==> src/rtl/color_state_decoder.sv <==
// color_state_decoder
//   Receiver-side decoder for the one-hot colour FSM state code (Blue=2'h1,
//   Red=2'h2). Locks onto the code stream, tracks the current colour,
//   measures run lengths, and buffers completed runs in a small FIFO that is
//   drained over a valid/ready handshake. Flags illegal codes, dropped records
//   and runs that exceed STUCK_LIMIT.
//
//   Ports
//     clk        : clock, rising edge
//     rst        : asynchronous active-low reset
//     code_valid : code is sampled this cycle
//     code       : state code (1=Blue, 2=Red, 0/3 illegal)
//     clr        : synchronous clear of err_code / overflow
//     run_valid  : FIFO head record valid
//     run_ready  : consumer accepts head record
//     run_state  : colour of head record (0=Blue, 1=Red)
//     run_len    : length of head record in valid samples
//     cur_state  : current decoded colour (0=Blue, 1=Red)
//     locked     : decoder is tracking a legal colour
//     toggle     : one-cycle pulse after a colour change
//     stuck      : current run length >= STUCK_LIMIT
//     err_code   : sticky, illegal code seen
//     overflow   : sticky, completed run dropped because FIFO was full
//
//   state       | meaning
//   ------------+-----------------------------------------------
//   ST_UNLOCKED | no legal colour tracked, counter held at 0
//   ST_BLUE     | tracking a Blue run, counter = samples so far
//   ST_RED      | tracking a Red run, counter = samples so far
module color_state_decoder #(
    parameter int CNT_WIDTH   = 8,
    parameter int FIFO_DEPTH  = 4,
    parameter int STUCK_LIMIT = 200
) (
    input  logic                 clk,
    input  logic                 rst,
    input  logic                 code_valid,
    input  logic [1:0]           code,
    input  logic                 clr,
    output logic                 run_valid,
    input  logic                 run_ready,
    output logic                 run_state,
    output logic [CNT_WIDTH-1:0] run_len,
    output logic                 cur_state,
    output logic                 locked,
    output logic                 toggle,
    output logic                 stuck,
    output logic                 err_code,
    output logic                 overflow
);

    localparam int PW = $clog2(FIFO_DEPTH);
    localparam int CW = PW + 1;
    localparam logic [CNT_WIDTH-1:0] CNT_ONE   = CNT_WIDTH'(1);
    localparam logic [CNT_WIDTH-1:0] CNT_MAX   = '1;
    localparam logic [CNT_WIDTH-1:0] STUCK_LIM = CNT_WIDTH'(STUCK_LIMIT);
    localparam logic [CW-1:0]        FULL_CNT  = CW'(FIFO_DEPTH);

    typedef enum logic [1:0] {
        ST_UNLOCKED = 2'd0,
        ST_BLUE     = 2'd1,
        ST_RED      = 2'd2
    } state_t;

    state_t                 state_q, state_d;
    logic [CNT_WIDTH-1:0]   cnt_q, cnt_d;
    logic                   toggle_q, toggle_d;
    logic                   err_code_q, err_code_d;
    logic                   overflow_q, overflow_d;
    logic [PW-1:0]          wr_ptr_q, wr_ptr_d;
    logic [PW-1:0]          rd_ptr_q, rd_ptr_d;
    logic [CW-1:0]          count_q, count_d;
    logic                   mem_state_q [FIFO_DEPTH];
    logic [CNT_WIDTH-1:0]   mem_len_q   [FIFO_DEPTH];

    logic                   code_blue, code_red;
    logic                   push, push_state, push_acc, pop, full, err_set, ovf_set;

    assign code_blue = (code == 2'h1);
    assign code_red  = (code == 2'h2);

    // Run tracking FSM
    always_comb begin
        state_d    = state_q;
        cnt_d      = cnt_q;
        toggle_d   = 1'b0;
        push       = 1'b0;
        push_state = 1'b0;
        err_set    = 1'b0;
        if (code_valid) begin
            case (state_q)
                ST_UNLOCKED: begin
                    if (code_blue) begin
                        state_d = ST_BLUE;
                        cnt_d   = CNT_ONE;
                    end else if (code_red) begin
                        state_d = ST_RED;
                        cnt_d   = CNT_ONE;
                    end else begin
                        err_set = 1'b1;
                    end
                end
                ST_BLUE, ST_RED: begin
                    if ((state_q == ST_BLUE && code_blue) || (state_q == ST_RED && code_red)) begin
                        if (cnt_q != CNT_MAX) cnt_d = cnt_q + CNT_ONE;
                    end else if (code_blue || code_red) begin
                        push       = 1'b1;
                        push_state = (state_q == ST_RED);
                        state_d    = code_red ? ST_RED : ST_BLUE;
                        cnt_d      = CNT_ONE;
                        toggle_d   = 1'b1;
                    end else begin
                        // partial run is discarded on an illegal code
                        state_d = ST_UNLOCKED;
                        cnt_d   = '0;
                        err_set = 1'b1;
                    end
                end
                default: begin
                    state_d = ST_UNLOCKED;
                    cnt_d   = '0;
                end
            endcase
        end
    end

    // FIFO control; a push into a full FIFO is still accepted when the head
    // leaves in the same cycle, since the popped slot is the one overwritten.
    always_comb begin
        pop      = run_valid && run_ready;
        full     = (count_q == FULL_CNT);
        push_acc = push && (!full || pop);
        ovf_set  = push && full && !pop;
        wr_ptr_d = push_acc ? wr_ptr_q + PW'(1) : wr_ptr_q;
        rd_ptr_d = pop ? rd_ptr_q + PW'(1) : rd_ptr_q;
        case ({push_acc, pop})
            2'b10:   count_d = count_q + CW'(1);
            2'b01:   count_d = count_q - CW'(1);
            default: count_d = count_q;
        endcase
        // a set in the same cycle as clr wins
        err_code_d = err_set | (err_code_q & ~clr);
        overflow_d = ovf_set | (overflow_q & ~clr);
    end

    always_ff @(posedge clk or negedge rst) begin
        if (!rst) begin
            state_q    <= ST_UNLOCKED;
            cnt_q      <= '0;
            toggle_q   <= 1'b0;
            err_code_q <= 1'b0;
            overflow_q <= 1'b0;
            wr_ptr_q   <= '0;
            rd_ptr_q   <= '0;
            count_q    <= '0;
            for (int i = 0; i < FIFO_DEPTH; i++) begin
                mem_state_q[i] <= 1'b0;
                mem_len_q[i]   <= '0;
            end
        end else begin
            state_q    <= state_d;
            cnt_q      <= cnt_d;
            toggle_q   <= toggle_d;
            err_code_q <= err_code_d;
            overflow_q <= overflow_d;
            wr_ptr_q   <= wr_ptr_d;
            rd_ptr_q   <= rd_ptr_d;
            count_q    <= count_d;
            if (push_acc) begin
                mem_state_q[wr_ptr_q] <= push_state;
                mem_len_q[wr_ptr_q]   <= cnt_q;
            end
        end
    end

    assign locked    = (state_q != ST_UNLOCKED);
    assign cur_state = (state_q == ST_RED);
    assign stuck     = locked && (cnt_q >= STUCK_LIM);
    assign toggle    = toggle_q;
    assign err_code  = err_code_q;
    assign overflow  = overflow_q;
    assign run_valid = (count_q != '0);
    assign run_state = mem_state_q[rd_ptr_q];
    assign run_len   = mem_len_q[rd_ptr_q];

endmodule

==> config.mk <==
export PLATFORM = sky130hd
export DESIGN_NAME = color_state_decoder
export DESIGN_NICKNAME = d
export VERILOG_FILES = /design/src/rtl/color_state_decoder.sv
export SDC_FILE = /design/constraint.sdc
export NUM_CORES = 1
export LEC_CHECK = 0
export CAP_MARGIN = 25
export CORE_MARGIN = 2
export CORE_UTILIZATION = 35
export CTS_BUF_LIST = sky130_fd_sc_hd__clkbuf_4 sky130_fd_sc_hd__clkbuf_8 sky130_fd_sc_hd__clkbuf_16
export CTS_CLUSTER_DIAMETER = 100
export CTS_CLUSTER_SIZE = 10
export DETAILED_ROUTE_END_ITERATION = 8
export PLACE_DENSITY = 0.56
export SYNTH_ARGS = -nofsm -noshare
export SYNTH_HDL_FRONTEND = slang
export SYNTH_SLANG_ARGS = --single-unit
==> constraint.sdc <==
create_clock -name clk -period 2.12 [get_ports clk]
set_input_delay 0.424 -clock clk [delete_from_list [all_inputs] [get_ports clk]]
set_output_delay 0.424 -clock clk [all_outputs]
set_load 0.005 [all_outputs]
==> out/metrics.cfg <==
[status]
status=completed

[synthesis]
avgSynthCellArea_um2=13.1
synthCells=227
syn_nets=249
yosysWarnings=0
ys_types=49
synth_ff_type=dfrtp_1
synth.yosys.seq_area_share_pct=47.0
ys_ff_latch=56
netlist_area_mm2=0.00298
async_flop_share_pct=100
synth-edff-count=0

[detailed_routing]
drtIter0Drc=84
ant_nets=0
first_pass_iters=4
drcViolationCount=0
avgRoutedWirePerCell_um=15.6
viasPerCell=4.99
num_vias=1942
finalWirelength_um=6070

[global_routing]
grt_first_pass_wirelength_um=10400
antenna_found_initial=0
grt_max_degree=40
grt_usage_pct=14.7
overflow=0
grt_pass1_vias=2039

[power]
p_total_mw=4.00
ir_drop_uv=504
p_leak_nw=1.76
p_per_area_mw_per_mm2=1060

[timing]
max_freq_ghz=0.474
rsz0062_at_grt=true
worst_pin_slew_ns=0.490
worst_slew_margin_rel_pct=67.3
hold_viol=0
finalCritPeriodShare_pct=99.5
finalClockSkew_ns=0.00766
post-route-min-period_ns=2.11
drv_slew=0
setup_violations=0

[final_layout]
post-route-cell-area_mm2=0.00377
final_layout_size_suffix_gt1_share_pct=39.4
fin_nets=305
syn2layout_area_growth_pct=26.4
final_cell_mix=55 x dfrtp_1, 32 x buf_4, 23 x mux2_2, 16 x inv_1
final_common_cell=dfrtp_1
diodes=0

[critical_path]
cp-start-kind=flop
path_common_cell=xor2_1
endpoint_kind=flop
critical_path.slowest_cell=or4b_4
max_stage_delay_ns=0.50
reg2reg_slack_ns=0.01
path_class=reg2reg
cp_cell_sequence=or4b_4 -> and4_4 -> inv_4 -> ha_4 -> inv_2 -> fa_2 -> xor2_1 -> nor2_1 -> xor2_1
path_max_fanout=3
critical_path.top_delay_family=simple AND/OR/NAND/NOR gates
cp_num_buf_inv=2
cp.arrival_ns=2.34
critPathRequiredTime_ns=2.35

[placement]
post_dp_cell_area_mm2=0.00354
portBuffers=22
place_congestion=0.778
hpwl_um=4200

[clocking]
clock_latency_ns=0.31
clock_path_buffers=2
clockRootBuffer=clkbuf_8
htree_num_levels=2
path_clk_slew_ns=0.10
clkSinkCount=56
numCtsBuffers=5
cts_tree=yes

[die]
dieArea_mm2=0.00927
start_util_pct=36.3
core-area_mm2=0.00822
die_w_um=96.3
die_y_um=96.3
ioPinCount=23
rows=33

[run]
cap_viol_max_count=0

[worst_hold_path]
hold_path_class=in2async

-- worst paths after layout --
path                               startpoint            end  depth (start not counted)
max in group asynchronous                 rst  mem_len_q[10]                          2
worst max register to register     count_q[1]     count_q[2]                          9
min in group clk                mem_len_q[12]  mem_len_q[12]                          1
worst max-delay path               count_q[1]     count_q[2]                          9
worst min-delay path                      rst    wr_ptr_q[0]                          1
worst min register to register  mem_len_q[12]  mem_len_q[12]                          1
-- cell usage after synthesis (3+ instances only) --
cell type  count  area share (%)
dfrtp_1       56              47
mux2_2        23             8.7
inv_1         19             2.4
ha_1          14             5.9
mux2_4         9             4.5
mux4_2         9             6.8
nand2_1        8             1.0
nor3_1         7             1.2
mux2_1         6             2.3
o31ai_1        6             1.5
clkbuf_1       5            0.63
o21ai_0        5            0.84
nand2_8        4             2.7
nand3_1        4            0.67
nor2_1         4            0.50
and3_1         3            0.63
o22ai_1        3            0.63
xnor2_1        3            0.88
xor2_1         3            0.88
-- per-stage QoR --
step	worst slack [ns]	setup TNS [ns]	util (%)	hold slack (ns)	cells
global route	-0.0889	-0.0894	45.9	0.0755	389
CTS	-0.0397	-0.0397	45.0	0.0745	386
finish	0.0103	0	45.9	0.0615	389
global placement	-0.479	-17.47	43.1	0.407	374
detailed placement	-0.511	-18.11	43.1	0.418	374
floorplan	-0.170	-0.267	-	0.128	227
-- repair_timing --
action / CTS / global route
setup endpoints to repair: 49 / 21
gates cloned: 0 / 1
hold buffers: 0 / 0
gates resized for setup: 22 / 15
pin swaps: 5 / 7
setup buffers: 5 / 2
-- registers in the layout, summed over array words and instances (netlist names) --
name / cells
mem_len_q: 32
mem_state_q: 4
err_code: 1
rd_ptr_q: 2
toggle: 1
wr_ptr_q: 2
overflow: 1
cnt_q: 8
state_q: 2
count_q: 3
-- per-layer routing --
layer,part of all wire [%],vias up,global-route usage (%)
met5,0,-,0
met4,1.0,0,4.23
met3,2.8,6,2.82
met2,49,29,23.4
met1,48,977,20.4
li1,-,930,-
-- area by class of cell --
cell class,instances,area (um^2)
multi-input cells,142,1500
inverters,19,73.8
well taps,105,131
fillers,771,4450
clock buffers,7,96.3
flip-flops and latches,56,1400
clock inverters,1,30.0
repair buffers,59,534
-- cell families (layout without fill, tap and decap cells) --
logic type	Yosys count	count (layout)	synth area share, %
AOI/OAI and AO/OA	28	28	6.71
xor gates and xnor gates	6	6	1.76
adders and majority gates	15	15	6.55
buffers and inverters	29	86	4.53
DFF	56	56	47.0
muxes	48	48	22.6
and+or+nand+nor	45	45	10.8
-- power breakdown --
part	internal (mW)	leakage [nW]	switching (mW)	total, mW
clock network	0.417	0.0645	0.345	0.762
registers	1.27	0.753	0.142	1.41
logic	0.988	0.944	0.840	1.83
(Power assumes the default switching activity.)
